**src/rtl/sevenseg_mux_driver.sv**
```systemverilog
// sevenseg_mux_driver
//   Time-multiplexed hex seven-segment driver. NUM_DIGITS displays share one
//   segment bus. A prescaler holds each digit for REFRESH_DIV clocks.
//   Loaded data is staged in a pending buffer and only moves into the
//   displayed (shadow) buffer at a frame wrap, so a frame never tears.
//
// Ports
//   clk          system clock, rising edge
//   reset        synchronous active-high reset
//   enable       1 = scan; 0 = freeze counters, outputs driven low
//   load         single-cycle strobe, captures value/dp_in
//   value        packed hex nibbles, nibble k -> digit k
//   dp_in        per-digit decimal point
//   blank_zeros  blank leading zero digits (digit 0 never blanked)
//   seg          {dp, G..A}, active-high, registered
//   an           one-hot digit select, active-high, registered
//   frame_done   one-cycle pulse on each frame wrap
module sevenseg_mux_driver #(
    parameter int NUM_DIGITS  = 4,
    parameter int REFRESH_DIV = 50000
) (
    input  logic                      clk,
    input  logic                      reset,
    input  logic                      enable,
    input  logic                      load,
    input  logic [4*NUM_DIGITS-1:0]   value,
    input  logic [NUM_DIGITS-1:0]     dp_in,
    input  logic                      blank_zeros,
    output logic [7:0]                seg,
    output logic [NUM_DIGITS-1:0]     an,
    output logic                      frame_done
);

    localparam int CNT_W = $clog2(REFRESH_DIV);
    localparam int IDX_W = (NUM_DIGITS > 1) ? $clog2(NUM_DIGITS) : 1;
    localparam logic [CNT_W-1:0] CNT_LAST = CNT_W'(REFRESH_DIV - 1);
    localparam logic [IDX_W-1:0] IDX_LAST = IDX_W'(NUM_DIGITS - 1);

    logic [CNT_W-1:0]          pre_cnt_q, pre_cnt_d;
    logic [IDX_W-1:0]          dig_idx_q, dig_idx_d;
    logic [4*NUM_DIGITS-1:0]   pending_q, pending_d;
    logic [NUM_DIGITS-1:0]     pending_dp_q, pending_dp_d;
    logic [4*NUM_DIGITS-1:0]   shadow_q, shadow_d;
    logic [NUM_DIGITS-1:0]     shadow_dp_q, shadow_dp_d;
    logic                      pend_flag_q, pend_flag_d;
    logic [7:0]                seg_q, seg_d;
    logic [NUM_DIGITS-1:0]     an_q, an_d;
    logic                      frame_done_q, frame_done_d;

    logic                      tc;
    logic                      wrap;
    logic [3:0]                cur_nib;
    logic [NUM_DIGITS-1:0]     lead_zero;
    logic                      all_zero;

    function automatic logic [6:0] glyph(input logic [3:0] nib);
        case (nib)
            4'h0: glyph = 7'h3F;
            4'h1: glyph = 7'h06;
            4'h2: glyph = 7'h5B;
            4'h3: glyph = 7'h4F;
            4'h4: glyph = 7'h66;
            4'h5: glyph = 7'h6D;
            4'h6: glyph = 7'h7D;
            4'h7: glyph = 7'h07;
            4'h8: glyph = 7'h7F;
            4'h9: glyph = 7'h6F;
            4'hA: glyph = 7'h77;
            4'hB: glyph = 7'h7C;
            4'hC: glyph = 7'h39;
            4'hD: glyph = 7'h5E;
            4'hE: glyph = 7'h79;
            default: glyph = 7'h71;
        endcase
    endfunction

    // Digit k is a leading zero when every nibble from the top down to k is 0.
    always_comb begin
        lead_zero = '0;
        all_zero  = 1'b1;
        for (int k = NUM_DIGITS - 1; k >= 1; k--) begin
            all_zero     = all_zero & (shadow_q[4*k +: 4] == 4'h0);
            lead_zero[k] = all_zero;
        end
    end

    assign tc      = enable && (pre_cnt_q == CNT_LAST);
    assign wrap    = tc && (dig_idx_q == IDX_LAST);
    assign cur_nib = shadow_q[{dig_idx_q, 2'b00} +: 4];

    always_comb begin
        pre_cnt_d    = pre_cnt_q;
        dig_idx_d    = dig_idx_q;
        pending_d    = pending_q;
        pending_dp_d = pending_dp_q;
        shadow_d     = shadow_q;
        shadow_dp_d  = shadow_dp_q;
        pend_flag_d  = pend_flag_q;

        if (enable) begin
            pre_cnt_d = tc ? '0 : pre_cnt_q + CNT_W'(1);
        end
        if (tc) begin
            dig_idx_d = wrap ? '0 : dig_idx_q + IDX_W'(1);
        end

        // A load landing on the wrap edge bypasses pending and shows at once.
        if (wrap) begin
            if (load) begin
                shadow_d    = value;
                shadow_dp_d = dp_in;
            end else if (pend_flag_q) begin
                shadow_d    = pending_q;
                shadow_dp_d = pending_dp_q;
            end
            pend_flag_d = 1'b0;
        end else if (load) begin
            pending_d    = value;
            pending_dp_d = dp_in;
            pend_flag_d  = 1'b1;
        end

        seg_d        = 8'h00;
        an_d         = '0;
        frame_done_d = wrap;
        if (enable) begin
            seg_d[7]   = shadow_dp_q[dig_idx_q];
            seg_d[6:0] = (blank_zeros && lead_zero[dig_idx_q]) ? 7'h00 : glyph(cur_nib);
            an_d       = NUM_DIGITS'(1) << dig_idx_q;
        end
    end

    always_ff @(posedge clk) begin
        if (reset) begin
            pre_cnt_q    <= '0;
            dig_idx_q    <= '0;
            pending_q    <= '0;
            pending_dp_q <= '0;
            shadow_q     <= '0;
            shadow_dp_q  <= '0;
            pend_flag_q  <= 1'b0;
            seg_q        <= 8'h00;
            an_q         <= '0;
            frame_done_q <= 1'b0;
        end else begin
            pre_cnt_q    <= pre_cnt_d;
            dig_idx_q    <= dig_idx_d;
            pending_q    <= pending_d;
            pending_dp_q <= pending_dp_d;
            shadow_q     <= shadow_d;
            shadow_dp_q  <= shadow_dp_d;
            pend_flag_q  <= pend_flag_d;
            seg_q        <= seg_d;
            an_q         <= an_d;
            frame_done_q <= frame_done_d;
        end
    end

    assign seg        = seg_q;
    assign an         = an_q;
    assign frame_done = frame_done_q;

endmodule
```
**config.mk**
```make
export PLATFORM = sky130hd
export DESIGN_NAME = sevenseg_mux_driver
export DESIGN_NICKNAME = d
export VERILOG_FILES = /design/src/rtl/sevenseg_mux_driver.sv
export SDC_FILE = /design/constraint.sdc
export NUM_CORES = 1
export LEC_CHECK = 0
export CAP_MARGIN = 20
export CORE_MARGIN = 3
export CORE_UTILIZATION = 45
export DETAILED_ROUTE_END_ITERATION = 6
export PLACE_DENSITY_LB_ADDON = 0.12
export SYNTH_ARGS = -nofsm -noshare
export SYNTH_HDL_FRONTEND = slang
export SYNTH_SLANG_ARGS = --single-unit
export TNS_END_PERCENT = 10
```
**constraint.sdc**
```tcl
create_clock -name clk -period 2.8 [get_ports clk]
set_clock_uncertainty 0.1 [all_clocks]
set_input_delay 0.56 -clock clk [delete_from_list [all_inputs] [get_ports clk]]
set_output_delay 0.56 -clock clk [all_outputs]
set_load 0.01 [all_outputs]
```
# Word level (Yosys, flattened, before mapping)
# Memory sizes are Yosys's and may differ from the RTL's. A register that Yosys moved wholly into a read port is not among the register bits.
# Cells that the tools add are included.
[totals] memories=1 inputBits=25 reg_bits=65 romBits=112
[op_classes] reduce_logical=12 n_lt_le_gt_ge=1 shift=2 bitwise_logic=4 eq_ne=2 muxes=10 add_sub_neg=2
[memory_table] memory="(name not given)" depth=16 word_bits=7 read_ports=1 rd_ports_with_merged_regs=1 wr=0 line="57" source="case (nib)"
[op_table] cell="two-way mux 16 bit" count=3
[op_table] cell="adder 16 x 1 -> 16 bit (second input constant)" count=1
[op_table] cell="equality test 16 bit (second input constant)" count=1
[op_table] cell="indexed part select 16 x 5 -> 4 bit" count=1
[op_table] cell="logical NOT 4 bit" count=3
[op_table] cell="two-way mux 4 bit" count=2
[op_table] cell="binary-select mux 1 bit (select 2 bit)" count=2
[op_table] cell="AND reduction 2 bit" count=2
[op_table] cell="OR reduction 2 bit" count=2
[op_table] cell="left shift 1 x 2 -> 4 bit (first input constant)" count=1
[op_table] cell="logical AND 1 bit" count=3
[op_table] cell="less-than comparator 2 x 3 -> 1 bit (second input constant)" count=1
[op_table] cell="OR reduction 3 bit" count=1
[op_table] cell="adder 2 x 1 -> 2 bit (second input constant)" count=1
[op_table] cell="bitwise AND 1 bit" count=2
[op_table] cell="equality test 2 bit (second input constant)" count=1
[op_table] cell="two-way mux 1 bit" count=2
[op_table] cell="two-way mux 2 bit" count=1
[op_table] cell="inverter 1 bit" count=2
[op_table] cell="nonzero test 2 bit" count=1

# Logic depth before layout (Yosys ltp)
[logic_depth] word_depth=7 mapped_depth=9 ltp_nobuf=7

# Worst setup path after synthesis
# Ideal clock, no wire load.
[synth_path] path_kind="register -> register" from="register dig_idx_q[1]" to="register seg_q[0] (netlist: seg[0])" n_path_buf=1 setup_time_ns=0.070 slack_ns=0.629 synth_period_minus_slack_ns=2.171 path_stages_with_launch=8 required_ns=2.630 arrival_time_ns=2.002 path_cell_list="dfxtp_1 > clkbuf_1 > mux4_2 > ha_1 > nor3b_1 > a21oi_1 > a21o_1 > a21oi_1"
[synth_between] elab_chain_len=4 word_cells_on_any_way=5 classes_between="shift: 1; mux: 2; reduce/logical: 2"
[synth_lines] element="start, declared" line="40" source="logic [IDX_W-1:0] dig_idx_q, dig_idx_d;"
[synth_lines] element="start signal, assigned" line="147" source="dig_idx_q <= dig_idx_d;"
[synth_lines] element="binary-select mux 1 bit (select 2 bit)" line="128" source="seg_d[6:0] = (blank_zeros && lead_zero[dig_idx_q]) ? 7'h00 : glyph(cur_nib);"
[synth_lines] element="two-way mux 1 bit (implied by the code)" line="128"
[synth_lines] element="logical AND 1 bit" line="128"
[synth_lines] element="OR reduction 3 bit (no source line)"
[synth_lines] element="end, declared" line="46" source="logic [7:0] seg_q, seg_d;"
# Parallel ways exist; a longest one is shown, timed or not. The select of a mux whose other input is x is not followed.
# A chain may end at the register's enable or synchronous reset.

# Worst setup path after layout
[layout_path] from="register dig_idx_q[0]" to="register seg_q[0] (netlist: seg[0])"
# The elaborated chain is that of the path after synthesis.

==> results.sh <==
export IMPL_synth_ff_type="dfxtp_1"
export IMPL_path_clk_slew_ns=0.07
export IMPL_finalWirelength_um=6550
export IMPL_crit_path_max_fanout=17
export IMPL_async_flop_share=0
export IMPL_synth_seq_cells=72
export IMPL_cts_hold_buf=0
export IMPL_rows=31
export IMPL_rsz0062_at_grt="false"
export IMPL_crit_path_start_kind="flip-flop"
export IMPL_synth_top_family_by_area="simple AND/OR/NAND/NOR gates"
export IMPL_grt_pass1_wl_um=10900
export IMPL_nets=413
export IMPL_areaGrowthSynthToFinish_pct=18.2
export IMPL_die_area_mm2=0.00874
export IMPL_crit_arrival_ns=2.53
export IMPL_post_cts_resized=0
export IMPL_start_util=0.470
export IMPL_p_leak_nw=1.53
export IMPL_tns_ns=0
export IMPL_synthDistinctLibCells=42
export IMPL_vias_per_cell=5.16
export IMPL_ios=38
export IMPL_drtAntennaViolNets=0
export IMPL_hp_class="flip-flop to flip-flop"
export IMPL_drt_pass1_iterations=4
export IMPL_max_freq_ghz=0.425
export IMPL_slew_headroom=0.526
export IMPL_synth_adder_area_share=0.0327
export IMPL_fin_ws_ns=0.445
export IMPL_synth_edf_count=0
export IMPL_htree_levels=3
export IMPL_fp_dieH_um=93.5
export IMPL_ir_drop_mv=0.245
export IMPL_synthMuxAreaShare=0.169
export IMPL_outcome="finished, final reports clean"
export IMPL_grt_overflow=0
export IMPL_portBuffers=37
export IMPL_synth_area_mm2=0.00344
export IMPL_syn_nets=378
export IMPL_grt_max_degree=41
export IMPL_p_per_area_mw_per_mm2=486
export IMPL_dp_hpwl_um=4500
export IMPL_ys_seq_area_frac=0.419
export IMPL_end_kind="flip-flop"
export IMPL_worstHoldStart="pre_cnt_q[1]"
export IMPL_die_x_um=93.5
export IMPL_cts_sinks=72
export IMPL_core_mm2=0.00733
export IMPL_worst_path_most_repeated_cell="a21oi_1"
export IMPL_synth_compound_area_frac=0.116
export IMPL_synth_xor_area_share=0.0407
export IMPL_syn_area_per_cell_um2=10.0
export IMPL_hold_depth=2
export IMPL_insertion_delay_ns=0.34
export IMPL_grt_use_total=0.157
export IMPL_globalplace_congestion=0.783
export IMPL_r2r_slack_ns=0.44
export IMPL_antenna_found_initial=0
export IMPL_synthSimpleGateAreaFrac=0.181
export IMPL_cp_required_ns=2.97
export IMPL_hold_path_end="pre_cnt_q[1]"
export IMPL_cts_root_buf="clkbuf_8"
export IMPL_clock_path_buffers=2
export IMPL_period_needed_ns=2.36
export IMPL_yosys_warnings=0
export IMPL_cp_cell_sequence="mux4_2 > ha_1 > nor3b_1 > a21oi_1 > a21o_1 > a21oi_1"
export IMPL_postCtsSetupBuffers=0
export IMPL_post_place_ws_ns=0.376
export IMPL_cts_tree="built"
export IMPL_drc=0
export IMPL_nFillCells=668
export IMPL_r2r_start="dig_idx_q[0]"
export IMPL_cp_slowest_cell="dfxtp_1"
export IMPL_r2r_end="seg[0]"
export IMPL_diodes=0
export IMPL_finalMaxSlewViolations=0
export IMPL_setup_viol=0
export IMPL_cpPeakStageDelay_ns=0.78
export IMPL_crit_start="dig_idx_q[0]"
export IMPL_crit_type="flip-flop to flip-flop"
export IMPL_hold_violations=0
export IMPL_wl_per_cell_um=13.6
export IMPL_drive_gt1_frac=0.143
export IMPL_synth_cells=344
export IMPL_cts_buffers=9
export IMPL_drt_iter0_drc=81
export IMPL_worst_pin_slew_ns=0.709
export IMPL_grt_pass1_vias=2368
export IMPL_max_cap_violations=0
export IMPL_rr_worst_depth=6
export IMPL_vias=2491
export IMPL_fin_crit_sh=0.841
==> how the worst max path moves through the flow <==
stage	to	slack [ns]	cells past startpoint
CTS	seg[5]	0.44	5
global route	seg[6]	0.25	4
global placement	dig_idx_q[0]	0.40	7
floorplan	seg[0]	0.63	7
detailed placement	pending_q[11]	0.38	7
finish	seg[0]	0.44	6
==> per-layer routing <==
| metal | up-vias | global-route usage | wire (um) |
|---|---|---|---|
| met3 | 9 | 0.0282 | 196 |
| met1 | 1168 | 0.221 | 3430 |
| met4 | 0 | 0.0659 | 101 |
| met5 | - | 0 | 0 |
| li1 | 1278 | - | - |
| met2 | 36 | 0.236 | 2820 |
==> layout make-up <==
class                      instances  area, um2  share of cell area
clock buffer                      14        173              0.0424
clock inverter                     2       12.5             0.00307
inverter                           5       18.8             0.00461
multi-input combinational        245       1860               0.456
sequential                        72       1440               0.354
tap                               99        124              0.0304
timing repair buffer              46        445               0.109
==> synthesized netlist by cell type (2+ instances only) <==
| library cell | number | share of area |
|---|---|---|
| dfxtp_1 | 72 | 0.42 |
| nor2_1 | 66 | 0.072 |
| mux2i_1 | 49 | 0.14 |
| a211oi_2 | 20 | 0.073 |
| clkbuf_1 | 11 | 0.012 |
| nand2_1 | 11 | 0.012 |
| xor2_1 | 10 | 0.025 |
| ha_1 | 9 | 0.033 |
| a21oi_1 | 7 | 0.010 |
| nand3_1 | 7 | 0.010 |
| nor3_1 | 7 | 0.010 |
| xnor2_1 | 6 | 0.015 |
| inv_1 | 5 | 0.0055 |
| nand2b_1 | 5 | 0.0091 |
| nand4_1 | 5 | 0.0091 |
| nor3b_1 | 5 | 0.011 |
| buf_6 | 4 | 0.013 |
| a211oi_1 | 3 | 0.0065 |
| and3_1 | 3 | 0.0055 |
| buf_2 | 3 | 0.0044 |
| buf_4 | 3 | 0.0065 |
| mux4_2 | 3 | 0.020 |
| nor2b_1 | 3 | 0.0055 |
| nor4_1 | 3 | 0.0055 |
| o21ai_0 | 3 | 0.0044 |
| a311oi_1 | 2 | 0.0051 |
| and2_1 | 2 | 0.0036 |
| and4_1 | 2 | 0.0051 |
| mux2_2 | 2 | 0.0065 |
==> placed cells by master, fill, tap and decap left out, drive strengths merged, types with 9 or more instances in the layout <==
| cell | count |
|---|---|
| nand2 | 11 |
| a211oi | 23 |
| dfxtp | 72 |
| xor2 | 10 |
| buf | 10 |
| clkbuf | 14 |
| ha | 9 |
| clkdlybuf4s50 | 36 |
| nor2 | 66 |
| mux2i | 49 |
==> flip-flops by register name (all words and copies together) (netlist names) <==
| register | cells |
|---|---|
| pending_dp_q | 4 |
| pre_cnt_q | 16 |
| pending_q | 16 |
| pend_flag_q | 1 |
| seg | 8 |
| frame_done | 1 |
| shadow_dp_q | 4 |
| shadow_q | 16 |
| dig_idx_q | 2 |
| an | 4 |
==> critical path: cells and delay by family, from the launching register on <==
kind                     cells  cell delay, ns
AND/OR/NAND/NOR              1            0.22
AO/OA/AOI/OAI                3            0.39
multiplexers                 1            0.48
adder cells (fa/ha/maj)      1            0.31
flip-flops                   1            0.78
==> logic make-up after synthesis <==
kind of cell | after synthesis
and+or+nand+nor | 125
muxes | 54
xor gates and xnor gates | 16
AOI/OAI and AO/OA | 41
adders and majority gates | 9
buffers and inverters | 27
DFF | 72
==> where the power goes <==
| part | internal [mW] | switching, mW | leakage [nW] |
|---|---|---|---|
| Clock | 0.394 | 0.365 | 0.0927 |
| Combinational | 0.0811 | 0.0760 | 0.848 |
| Sequential | 1.05 | 0.0115 | 0.587 |
| Total | 1.52 | 0.453 | 1.53 |
==> metrics by stage <==
stage	hold WS (ns)	power [mW]	utilization	cells	instance area [um2]
2_1_floorplan	0.358	1.17	-	344	3440
3_3_place_gp	0.373	1.24	0.530	467	3880
3_5_place_dp	0.380	1.24	0.530	467	3880
4_1_cts	0.391	2.00	0.555	483	4070
5_1_grt	0.414	2.06	0.555	483	4070
6_report	0.394	1.98	0.555	483	4070
Power figures use the tool's default switching activity.
